==> src/rtl/lifegame_pkg.sv <==
// Shared types and constants for the Life neighbourhood window.
// Also holds the helper that assembles the 3x3 window and applies the dead-cell padding.
package lifegame_pkg;

   localparam int NB_NW = 8;
   localparam int NB_N  = 7;
   localparam int NB_NE = 6;
   localparam int NB_W  = 5;
   localparam int NB_C  = 4;
   localparam int NB_E  = 3;
   localparam int NB_SW = 2;
   localparam int NB_S  = 1;
   localparam int NB_SE = 0;

   typedef logic [8:0] neibor_t;

   typedef enum logic [1:0] {
      IDLE,
      RUN,
      FLUSH
   } win_state_e;

   // Column vectors are {top, middle, bottom}; pad flags force out-of-grid neighbours dead.
   function automatic neibor_t pack_window(
      input logic [2:0] left_col,
      input logic [2:0] mid_col,
      input logic [2:0] right_col,
      input logic       pad_top,
      input logic       pad_bot,
      input logic       pad_left,
      input logic       pad_right
   );
      neibor_t n;
      n         = '0;
      n[NB_NW]  = left_col[2];
      n[NB_N]   = mid_col[2];
      n[NB_NE]  = right_col[2];
      n[NB_W]   = left_col[1];
      n[NB_C]   = mid_col[1];
      n[NB_E]   = right_col[1];
      n[NB_SW]  = left_col[0];
      n[NB_S]   = mid_col[0];
      n[NB_SE]  = right_col[0];
      if (pad_top) begin
         n[NB_NW] = 1'b0;
         n[NB_N]  = 1'b0;
         n[NB_NE] = 1'b0;
      end
      if (pad_bot) begin
         n[NB_SW] = 1'b0;
         n[NB_S]  = 1'b0;
         n[NB_SE] = 1'b0;
      end
      if (pad_left) begin
         n[NB_NW] = 1'b0;
         n[NB_W]  = 1'b0;
         n[NB_SW] = 1'b0;
      end
      if (pad_right) begin
         n[NB_NE] = 1'b0;
         n[NB_E]  = 1'b0;
         n[NB_SE] = 1'b0;
      end
      return n;
   endfunction

endpackage

==> src/rtl/lifegame_linebuf.sv <==
// One grid row of cell bits; combinational read of the old value, write on the clock edge.
// Zero latency read, no backpressure: the owner decides when a column is written.
module lifegame_linebuf #(
   parameter int DEPTH = 8,
   parameter int AW    = $clog2(DEPTH)
) (
   input  logic          clk,
   input  logic          rst,
   input  logic [AW-1:0] addr,
   input  logic          wr_en,
   input  logic          wr_data,
   output logic          rd_data
);

   logic [DEPTH-1:0] mem;

   assign rd_data = mem[addr];

   always_ff @(posedge clk or negedge rst) begin
      if (!rst) begin
         mem <= '0;
      end else if (wr_en) begin
         mem[addr] <= wr_data;
      end
   end

endmodule

==> src/rtl/lifegame_window.sv <==
// Raster cell stream in, 3x3 neighbourhood out; centre k appears one cycle after input k+GRID_W+1 is accepted.
// in_ready drops only while the tail of the frame is flushed (GRID_W+1 cycles); otherwise every beat is taken.
module lifegame_window
   import lifegame_pkg::*;
#(
   parameter int GRID_W = 8,
   parameter int GRID_H = 8
) (
   input  logic                        clk,
   input  logic                        rst,
   input  logic                        in_sof,
   input  logic                        in_valid,
   input  logic                        in_data,
   output logic                        in_ready,
   output neibor_t                     neibor,
   output logic                        cal_enable,
   output logic [$clog2(GRID_H)-1:0]   out_row,
   output logic [$clog2(GRID_W)-1:0]   out_col,
   output logic                        out_eof
);

   localparam int RW = $clog2(GRID_H);
   localparam int CW = $clog2(GRID_W);
   localparam logic [RW-1:0] ROW_LAST = RW'(GRID_H - 1);
   localparam logic [CW-1:0] COL_LAST = CW'(GRID_W - 1);

   win_state_e state, state_nxt;

   logic          accept, start, step, emit, primed, din;
   logic          last_in, last_c;
   logic [RW-1:0] in_row, c_row;
   logic [CW-1:0] in_col, c_col, lb_addr;
   logic          lb1_rd, lb2_rd;
   logic [2:0]    col_vec, prev1, prev2;

   assign last_in = (in_row == ROW_LAST) && (in_col == COL_LAST);
   assign last_c  = (c_row == ROW_LAST) && (c_col == COL_LAST);
   // Centre index exists once at least GRID_W+1 cells precede the current beat.
   assign primed  = (in_row != '0) && !((in_row == RW'(1)) && (in_col == '0));
   assign col_vec = {lb2_rd, lb1_rd, din};

   always_ff @(posedge clk or negedge rst) begin
      if (!rst) begin
         state <= IDLE;
      end else begin
         state <= state_nxt;
      end
   end

   always_comb begin
      state_nxt = state;
      case (state)
         IDLE:    if (start) state_nxt = RUN;
         RUN: begin
            if (start) begin
               state_nxt = RUN;
            end else if (accept && last_in) begin
               state_nxt = FLUSH;
            end
         end
         FLUSH:   if (last_c) state_nxt = IDLE;
         default: state_nxt = IDLE;
      endcase
   end

   always_comb begin
      in_ready = (state != FLUSH);
      accept   = in_valid && in_ready;
      start    = accept && in_sof;
      step     = start || (state == FLUSH) || ((state == RUN) && accept);
      emit     = (state == FLUSH) || ((state == RUN) && accept && !in_sof && primed);
      din      = (state == FLUSH) ? 1'b0 : in_data;
      lb_addr  = start ? '0 : in_col;
   end

   lifegame_linebuf #(.DEPTH(GRID_W), .AW(CW)) u_lb1 (
      .clk     (clk),
      .rst     (rst),
      .addr    (lb_addr),
      .wr_en   (step),
      .wr_data (din),
      .rd_data (lb1_rd)
   );

   lifegame_linebuf #(.DEPTH(GRID_W), .AW(CW)) u_lb2 (
      .clk     (clk),
      .rst     (rst),
      .addr    (lb_addr),
      .wr_en   (step),
      .wr_data (lb1_rd),
      .rd_data (lb2_rd)
   );

   // Input position of the next beat; the row stops at the last row so FLUSH never overflows it.
   always_ff @(posedge clk or negedge rst) begin
      if (!rst) begin
         in_row <= '0;
         in_col <= '0;
      end else if (start) begin
         in_row <= '0;
         in_col <= CW'(1);
      end else if (step) begin
         if (in_col == COL_LAST) begin
            in_col <= '0;
            if ((state == RUN) && (in_row != ROW_LAST)) begin
               in_row <= in_row + RW'(1);
            end
         end else begin
            in_col <= in_col + CW'(1);
         end
      end
   end

   always_ff @(posedge clk or negedge rst) begin
      if (!rst) begin
         c_row <= '0;
         c_col <= '0;
      end else if (start) begin
         c_row <= '0;
         c_col <= '0;
      end else if (emit) begin
         if (c_col == COL_LAST) begin
            c_col <= '0;
            c_row <= (c_row == ROW_LAST) ? '0 : c_row + RW'(1);
         end else begin
            c_col <= c_col + CW'(1);
         end
      end
   end

   always_ff @(posedge clk or negedge rst) begin
      if (!rst) begin
         prev1 <= '0;
         prev2 <= '0;
      end else if (step) begin
         prev2 <= prev1;
         prev1 <= col_vec;
      end
   end

   // Stale window columns at a row wrap are exactly the ones masked by left/right padding.
   always_ff @(posedge clk or negedge rst) begin
      if (!rst) begin
         neibor     <= '0;
         cal_enable <= 1'b0;
         out_row    <= '0;
         out_col    <= '0;
         out_eof    <= 1'b0;
      end else begin
         cal_enable <= emit;
         out_eof    <= emit && last_c;
         if (emit) begin
            neibor  <= pack_window(prev2, prev1, col_vec,
                                   c_row == '0, c_row == ROW_LAST,
                                   c_col == '0, c_col == COL_LAST);
            out_row <= c_row;
            out_col <= c_col;
         end
      end
   end

endmodule

==> config.mk <==
export PLATFORM = sky130hd
export DESIGN_NAME = lifegame_window
export DESIGN_NICKNAME = d
export VERILOG_FILES = /design/src/rtl/lifegame_pkg.sv /design/src/rtl/lifegame_linebuf.sv /design/src/rtl/lifegame_window.sv
export SDC_FILE = /design/constraint.sdc
export NUM_CORES = 1
export LEC_CHECK = 0
export CAP_MARGIN = 10
export CORE_ASPECT_RATIO = 0.5
export CORE_MARGIN = 2
export CORE_UTILIZATION = 33
export CTS_CLUSTER_DIAMETER = 60
export DETAILED_ROUTE_END_ITERATION = 7
export HOLD_SLACK_MARGIN = 0.12
export PLACE_DENSITY_LB_ADDON = 0.3
export SKIP_LAST_GASP = 1
export SYNTH_ARGS = -nofsm -noshare
export SYNTH_HDL_FRONTEND = slang
export SYNTH_HIERARCHICAL = 1
export SYNTH_SLANG_ARGS = --single-unit
==> constraint.sdc <==
create_clock -name clk -period 2.6 [get_ports clk]
set_input_delay 0.78 -clock clk [delete_from_list [all_inputs] [get_ports clk]]
set_output_delay 0.78 -clock clk [all_outputs]
set_load 0.02 [all_outputs]
== Yosys cells after proc, flatten, opt, wreduce, memory -nomap -nowiden ==
Index checks and enable logic that the tools add are counted.

* Add/sub/neg operators: 4
* $lt $le $gt $ge: 2
* Equality and inequality tests: 12
* Muxes and demuxes: 37
* Reductions and logical operators: 31

{| class="wikitable"
|+ Operator list
! operator !! number
|-
| $mux W3 || 17
|-
| $bwmux W8 || 2
|-
| $logic_and A1 B1 Y1 || 13
|-
| $add A3 B1 Y3 const B || 4
|-
| $eq A3 B3 Y1 const B || 4
|-
| $mux W1 || 10
|-
| $reduce_bool A2 Y1 || 5
|-
| $logic_not A3 Y1 || 3
|-
| $mux W2 || 4
|-
| $bmux W1 S3 || 2
|-
| $ne A2 B2 Y1 const B || 3
|-
| $ne A3 B3 Y1 const B || 2
|-
| $pmux W2 S3 || 1
|-
| $reduce_and A3 Y1 || 2
|-
| $lt A3 B4 Y1 const B || 1
|-
| $demux W1 S3 || 1
|-
| $eq A3 B1 Y1 const B || 1
|-
| $ge A3 B1 Y1 const B || 1
|-
| $logic_or A1 B1 Y1 || 3
|-
| $reduce_bool A3 Y1 || 1
|-
| $eq A2 B1 Y1 const B || 1
|-
| $eq A2 B2 Y1 const B || 1
|-
| $logic_not A1 Y1 || 2
|-
| $logic_not A2 Y1 || 1
|-
| $reduce_and A2 Y1 || 1
|}

* Bits in registers: 53
* Input bits: 5
* Word-level logic and storage cells: 100

== Longest topological paths before layout ==
* Word-level depth: 9
* Mapped depth: 9
* Depth with buffers taken out: 7

== By module ==
The synthesis kept the hierarchy.

{| class="wikitable"
|+ Modules (own cells, without submodules)
! module !! instances !! cells an instance !! area an instance (µm²)
|-
| lifegame_window || 1 || 186 || 1828.0
|-
| lifegame_linebuf || 2 || 30 || 451.7
|}

== Least setup slack after synthesis ==
No wires, ideal clock.

* Path type: input to register
* Start: input in_valid
* End: register u_lb2.mem[0]
* Data arrival time: 2.821 ns
* Required time: 2.475 ns
* Path slack: -0.346 ns
* Cell stages on the path: 8
* Path through: clkbuf_1 nand2_1 nor2_1 nor2_1 buf_6 mux4_1 mux2_2 mux2_2

* Elaborated cells on any way between the ends: 14
* Classes of those cells: 2 x order compare; 6 x mux; 6 x reduce/logical

{| class="wikitable"
|+ RTL lines
! item !! line !! source
|-
| start, declared || lifegame_window.sv:12 || <nowiki>input logic in_valid,</nowiki>
|-
| $logic_and A1 B1 Y1 || lifegame_window.sv:68 || <nowiki>accept = in_valid && in_ready;</nowiki>
|-
| $logic_and A1 B1 Y1 || lifegame_window.sv:69 || <nowiki>start = accept && in_sof;</nowiki>
|-
| $mux W3 || lifegame_window.sv:73 || <nowiki>lb_addr = start ? '0 : in_col;</nowiki>
|-
| named net lb_addr[0] || lifegame_window.sv:32 || <nowiki>logic [CW-1:0] in_col, c_col, lb_addr;</nowiki>
|-
| $bmux W1 S3 || lifegame_linebuf.sv:17 || <nowiki>assign rd_data = mem[addr];</nowiki>
|-
| $mux W1 (not written as such) || lifegame_linebuf.sv:17 ||
|-
| named net lb1_rd || lifegame_window.sv:33 || <nowiki>logic lb1_rd, lb2_rd;</nowiki>
|-
| $bwmux W8 || lifegame_linebuf.sv:23 || <nowiki>mem[addr] <= wr_data;</nowiki>
|-
| end signal, assigned by index || lifegame_linebuf.sv:23 ||
|-
| end, declared || lifegame_linebuf.sv:15 || <nowiki>logic [DEPTH-1:0] mem;</nowiki>
|}

The timed path passes the listed nets, and every way through them passes these cells. The select of a mux whose other input is x is not followed.
A chain may end at the register's enable or synchronous reset.

== Worst setup path after layout ==
* Start: input in_valid
* End: register u_lb2.mem[3]

* Word-level cells in the longest chain between the ends: 8
* Elaborated cells on any way between the ends: 14
* Classes of those cells: 2 x order compare; 6 x mux; 6 x reduce/logical

{| class="wikitable"
|+ Ends and longest elaborated chain
! item !! line
|-
| $logic_and A1 B1 Y1 * || lifegame_window.sv:68
|-
| $logic_and A1 B1 Y1 * || lifegame_window.sv:69
|-
| $mux W3 * || lifegame_window.sv:73
|-
| named net lb_addr[2] || lifegame_window.sv:32
|-
| $lt A3 B4 Y1 (not written as such) or $ge A3 B1 Y1 (tied branches) || lifegame_linebuf.sv:23
|-
| $logic_and A1 B1 Y1 (not written as such) || lifegame_linebuf.sv:23
|-
| $mux W1 (not written as such) || lifegame_linebuf.sv:23
|-
| $demux W1 S3 || -
|-
| $bwmux W8 * || lifegame_linebuf.sv:23
|}

Mark *: on every way through the listed nets, which the timed path passes. The rest lies on a longest branch. The select of a mux whose other input is x is not followed.

==> summary.txt <==
Setup path
  – Critical path class: in2reg
  – Largest delay share family, worst path: multiplexers
  – Slowest CP cell: mux4_2
  – Worst path required time: 2.77 ns
  – CP max FO: 14
  – Critical path's most frequent cell: buf_4
  – Crit path cell chain: dlygate4sd2_1 -> nand2_4 -> nor2_4 -> buf_4 -> nor2b_1 -> buf_4 -> mux4_2 -> mux2_4 -> mux2_2
  – CP Data Arrival Time: 2.58 ns
  – CP bufs+invs: 3
  – CP peak stage delay: 0.35 ns
  – CP startpoint kind: input pin
  – Crit end category: flip-flop

Final layout
  – Post-route cell area: 3416 sq um
  – Ant diodes: 0
  – Nets@finish: 312
  – Count of non-filler cells in the finished layout: 407
  – Layout cells sized above 1: 0.2508
  – # fillers: 756
  – Area Growth Syn to Fin: 25.06%

Detailed routing
  – Via Count: 1,936
  – DR pass1 iterations: 4
  – DRC Markers: 0
  – DRT antenna net count: 0
  – Mean routed wirelength per cell: 13.29 um
  – Total Routed Length: 5.411 mm
  – Initial drt markers: 118
  – Routed vias/inst: 4.757

Synthesis
  – Ys flop type: dfrtp_1
  – Cells after synthesis: 246
  – Cell Area, Synth: 2731 sq um
  – Leading post-synthesis cells by cell area: dfrtp_1 49%, mux2_2 9.9%, ha_1 6.0%, nand2_1 4.8%, mux4_1 3.8%
  – Number of synthesis warnings: 6
  – Synth Register Bits: 53
  – Register area share after synthesis: 0.4856
  – Async SR Flop Fraction: 1.000
  – Area share of the largest cell type after synthesis: 0.4856
  – Synthesized net count: 264
  – Avg Inst Size Synth: 11.10 sq um
  – Most used standard cell by instance count after synthesis: dfrtp_1
  – Commonest cells post-synth: 53 x dfrtp_1, 35 x nand2_1, 24 x mux2_2, 16 x o21ai_0, 13 x ha_1
  – Number of synthesized flops with an enable pin: 0
  – Leading area contributor after synthesis: dfrtp_1
  – Distinct cells, synth: 38

STA
  – Hold Slack: 0.4699 ns
  – Final min period: 2.402 ns
  – Hold Vio Cnt, Final: 0
  – Period utilisation layout: 0.9237
  – Slew @ Worst Pin: 0.6681 ns
  – Worst Skew: 0.002236 ns
  – Endpoints failing setup: 0
  – RSZ-0062 raised after global routing: no
  – Max Clk Rate: 416.4 MHz
  – Slew HR: 0.5546
  – Max Slew Vio Count: 0
  – Setup TNS: 0 ns

CTS
  – Max clock buf depth: 2
  – Worst-path clk slew: 0.07 ns
  – H-tree depth: 2
  – Clock Latency Late Sink: 0.29 ns
  – Clk sinks: 53
  – Clock root cell: clkbuf_16
  – CTS tree: done
  – Num CTS Buffers: 5

GRT
  – Initial antenna violation count: 0
  – First-pass GRT wire length: 9.397 mm
  – Vias in the first global route: 1,969
  – Global Route Usage Sum: 0.1323
  – GR Overflow Total: 0
  – Largest net degree at the start of global routing: 54

Placed design
  – Post-DP HPWL: 3.867 mm
  – PortBufs: 22
  – Placed cells: 396
  – Placed cell areas: 3254 sq um
  – GPL Wtd Cong: 0.7544

Power
  – P_leak: 1.557 nW
  – Max IR drop VDD: 378.2 uV
  – Power Density: 948.1 nW/um^2
  – Design Power: 0.003238 W

Die
  – Initial Util: 0.3402
  – Die Ht: 68.33 um
  – Die X-Extent: 132.7 um
  – Row cnt: 23
  – Core area: 8029 sq um
  – Die footprint: 9065 sq um
  – I/O pin count: 23

Job
  – Maxcap violations: 0

Status
  – Status: complete, no violations

Min path
  – Hold/Removal Path Class: reg2reg
## cell families (layout without fill, tap and decap cells)
family | Yosys count | in the layout | share of synthesized area
flip-flops | 53 | 53 | 0.4856
adder cells (fa/ha/maj) | 13 | 13 | 0.05955
XOR/XNOR | 1 | 1 | 0.003207
buffers and inverters | 24 | 71 | 0.04168
AND/OR/NAND/NOR | 93 | 94 | 0.1915
AO/OA/AOI/OAI | 30 | 30 | 0.06643
multiplexers | 32 | 33 | 0.1521
## worst register-to-register path, cell delays in order, from the launching register on
cell	delay, ns
dfrtp_1	0.40
nor2b_2	0.22
nor2_4	0.08
buf_4	0.15
nor2b_1	0.10
buf_4	0.20
mux4_2	0.35
mux2_4	0.32
mux2_2	0.26
## where the power goes
group,internal [W],leakage (nW),total (W),switching (W)
logic,0.000690,0.811,0.00130,0.000610
clock network,0.000360,0.0712,0.000652,0.000293
registers,0.00111,0.674,0.00129,0.000172
total,0.00216,1.56,0.00324,0.00108
## cell type report
class	instances	area [sq um]	area share
Timing Repair Buffer	51	430.4	0.1260
Inverter	12	45.04	0.01319
Sequential cell	53	1326	0.3883
Clock buffer	6	128.9	0.03773
Tap cell	112	140.1	0.04103
Multi-Input combinational cell	171	1331	0.3897
Clock inverter	2	13.76	0.004029
## stage by stage
stage,setup WS (ns),util
floorplan,0.02843,-
global placement,-0.3281,0.4053
detailed placement,-0.3789,0.4053
CTS,0.2002,0.4254
global route,0.1036,0.4254
finish,0.1985,0.4254
## path summary, 6_finish.rpt
path                                        startpoint                  endpoint  slack, ns  cells past startpoint
worst max-delay path                          in_valid  u_lb2/mem[3]$_DFFE_PN0P_       0.20                      9
min in group asynchronous                          rst     in_col[0]$_DFFE_PN0P_       0.60                      2
max in group asynchronous                          rst     in_col[2]$_DFFE_PN0P_       1.55                      2
worst min register to register  out_row[2]$_DFFE_PN0P_    out_row[2]$_DFFE_PN0P_       0.47                      2
worst max register to register    state[0]$_DFFE_PN0P_  u_lb2/mem[3]$_DFFE_PN0P_       0.40                      8
worst min-delay path            out_row[2]$_DFFE_PN0P_    out_row[2]$_DFFE_PN0P_       0.47                      2
## per-layer routing
| metal | vias to the layer above | track usage | wire (um) |
|---|---|---|---|
| li1 | 970 | - | - |
| met1 | 938 | 0.1703 | 2774 |
| met2 | 21 | 0.2306 | 2453 |
| met3 | 7 | 0.02667 | 126 |
| met4 | 0 | 0.04032 | 57 |
| met5 | - | 0 | 0 |
## placed cells by master, fill, tap and decap left out, types with 8 or more instances in the layout
| cell | count |
|---|---|
| dfrtp_1 | 53 |
| buf_4 | 29 |
| nand2_1 | 34 |
| mux2_2 | 23 |
| nand4b_1 | 8 |
| o21ai_0 | 16 |
| ha_1 | 13 |
| nor2_1 | 8 |
| inv_1 | 11 |
| clkdlybuf4s50_1 | 19 |
| nand3_1 | 12 |
## sequential cells by signal, summed over array words and instances (netlist names), 3 cells and up
| register | cells |
|---|---|
| c_row | 3 |
| prev1 | 3 |
| prev2 | 3 |
| in_col | 3 |
| u_lb2/mem | 8 |
| c_col | 3 |
| out_col | 3 |
| neibor | 9 |
| in_row | 3 |
| u_lb1/mem | 8 |
| out_row | 3 |
## repair_timing
item | in CTS | in global routing
hold buffers | 0 | 0
resized for setup | 5 | 0
setup buffers | 1 | 0
setup endpoints to repair | 9 | 0
(Power assumes the default switching activity.)
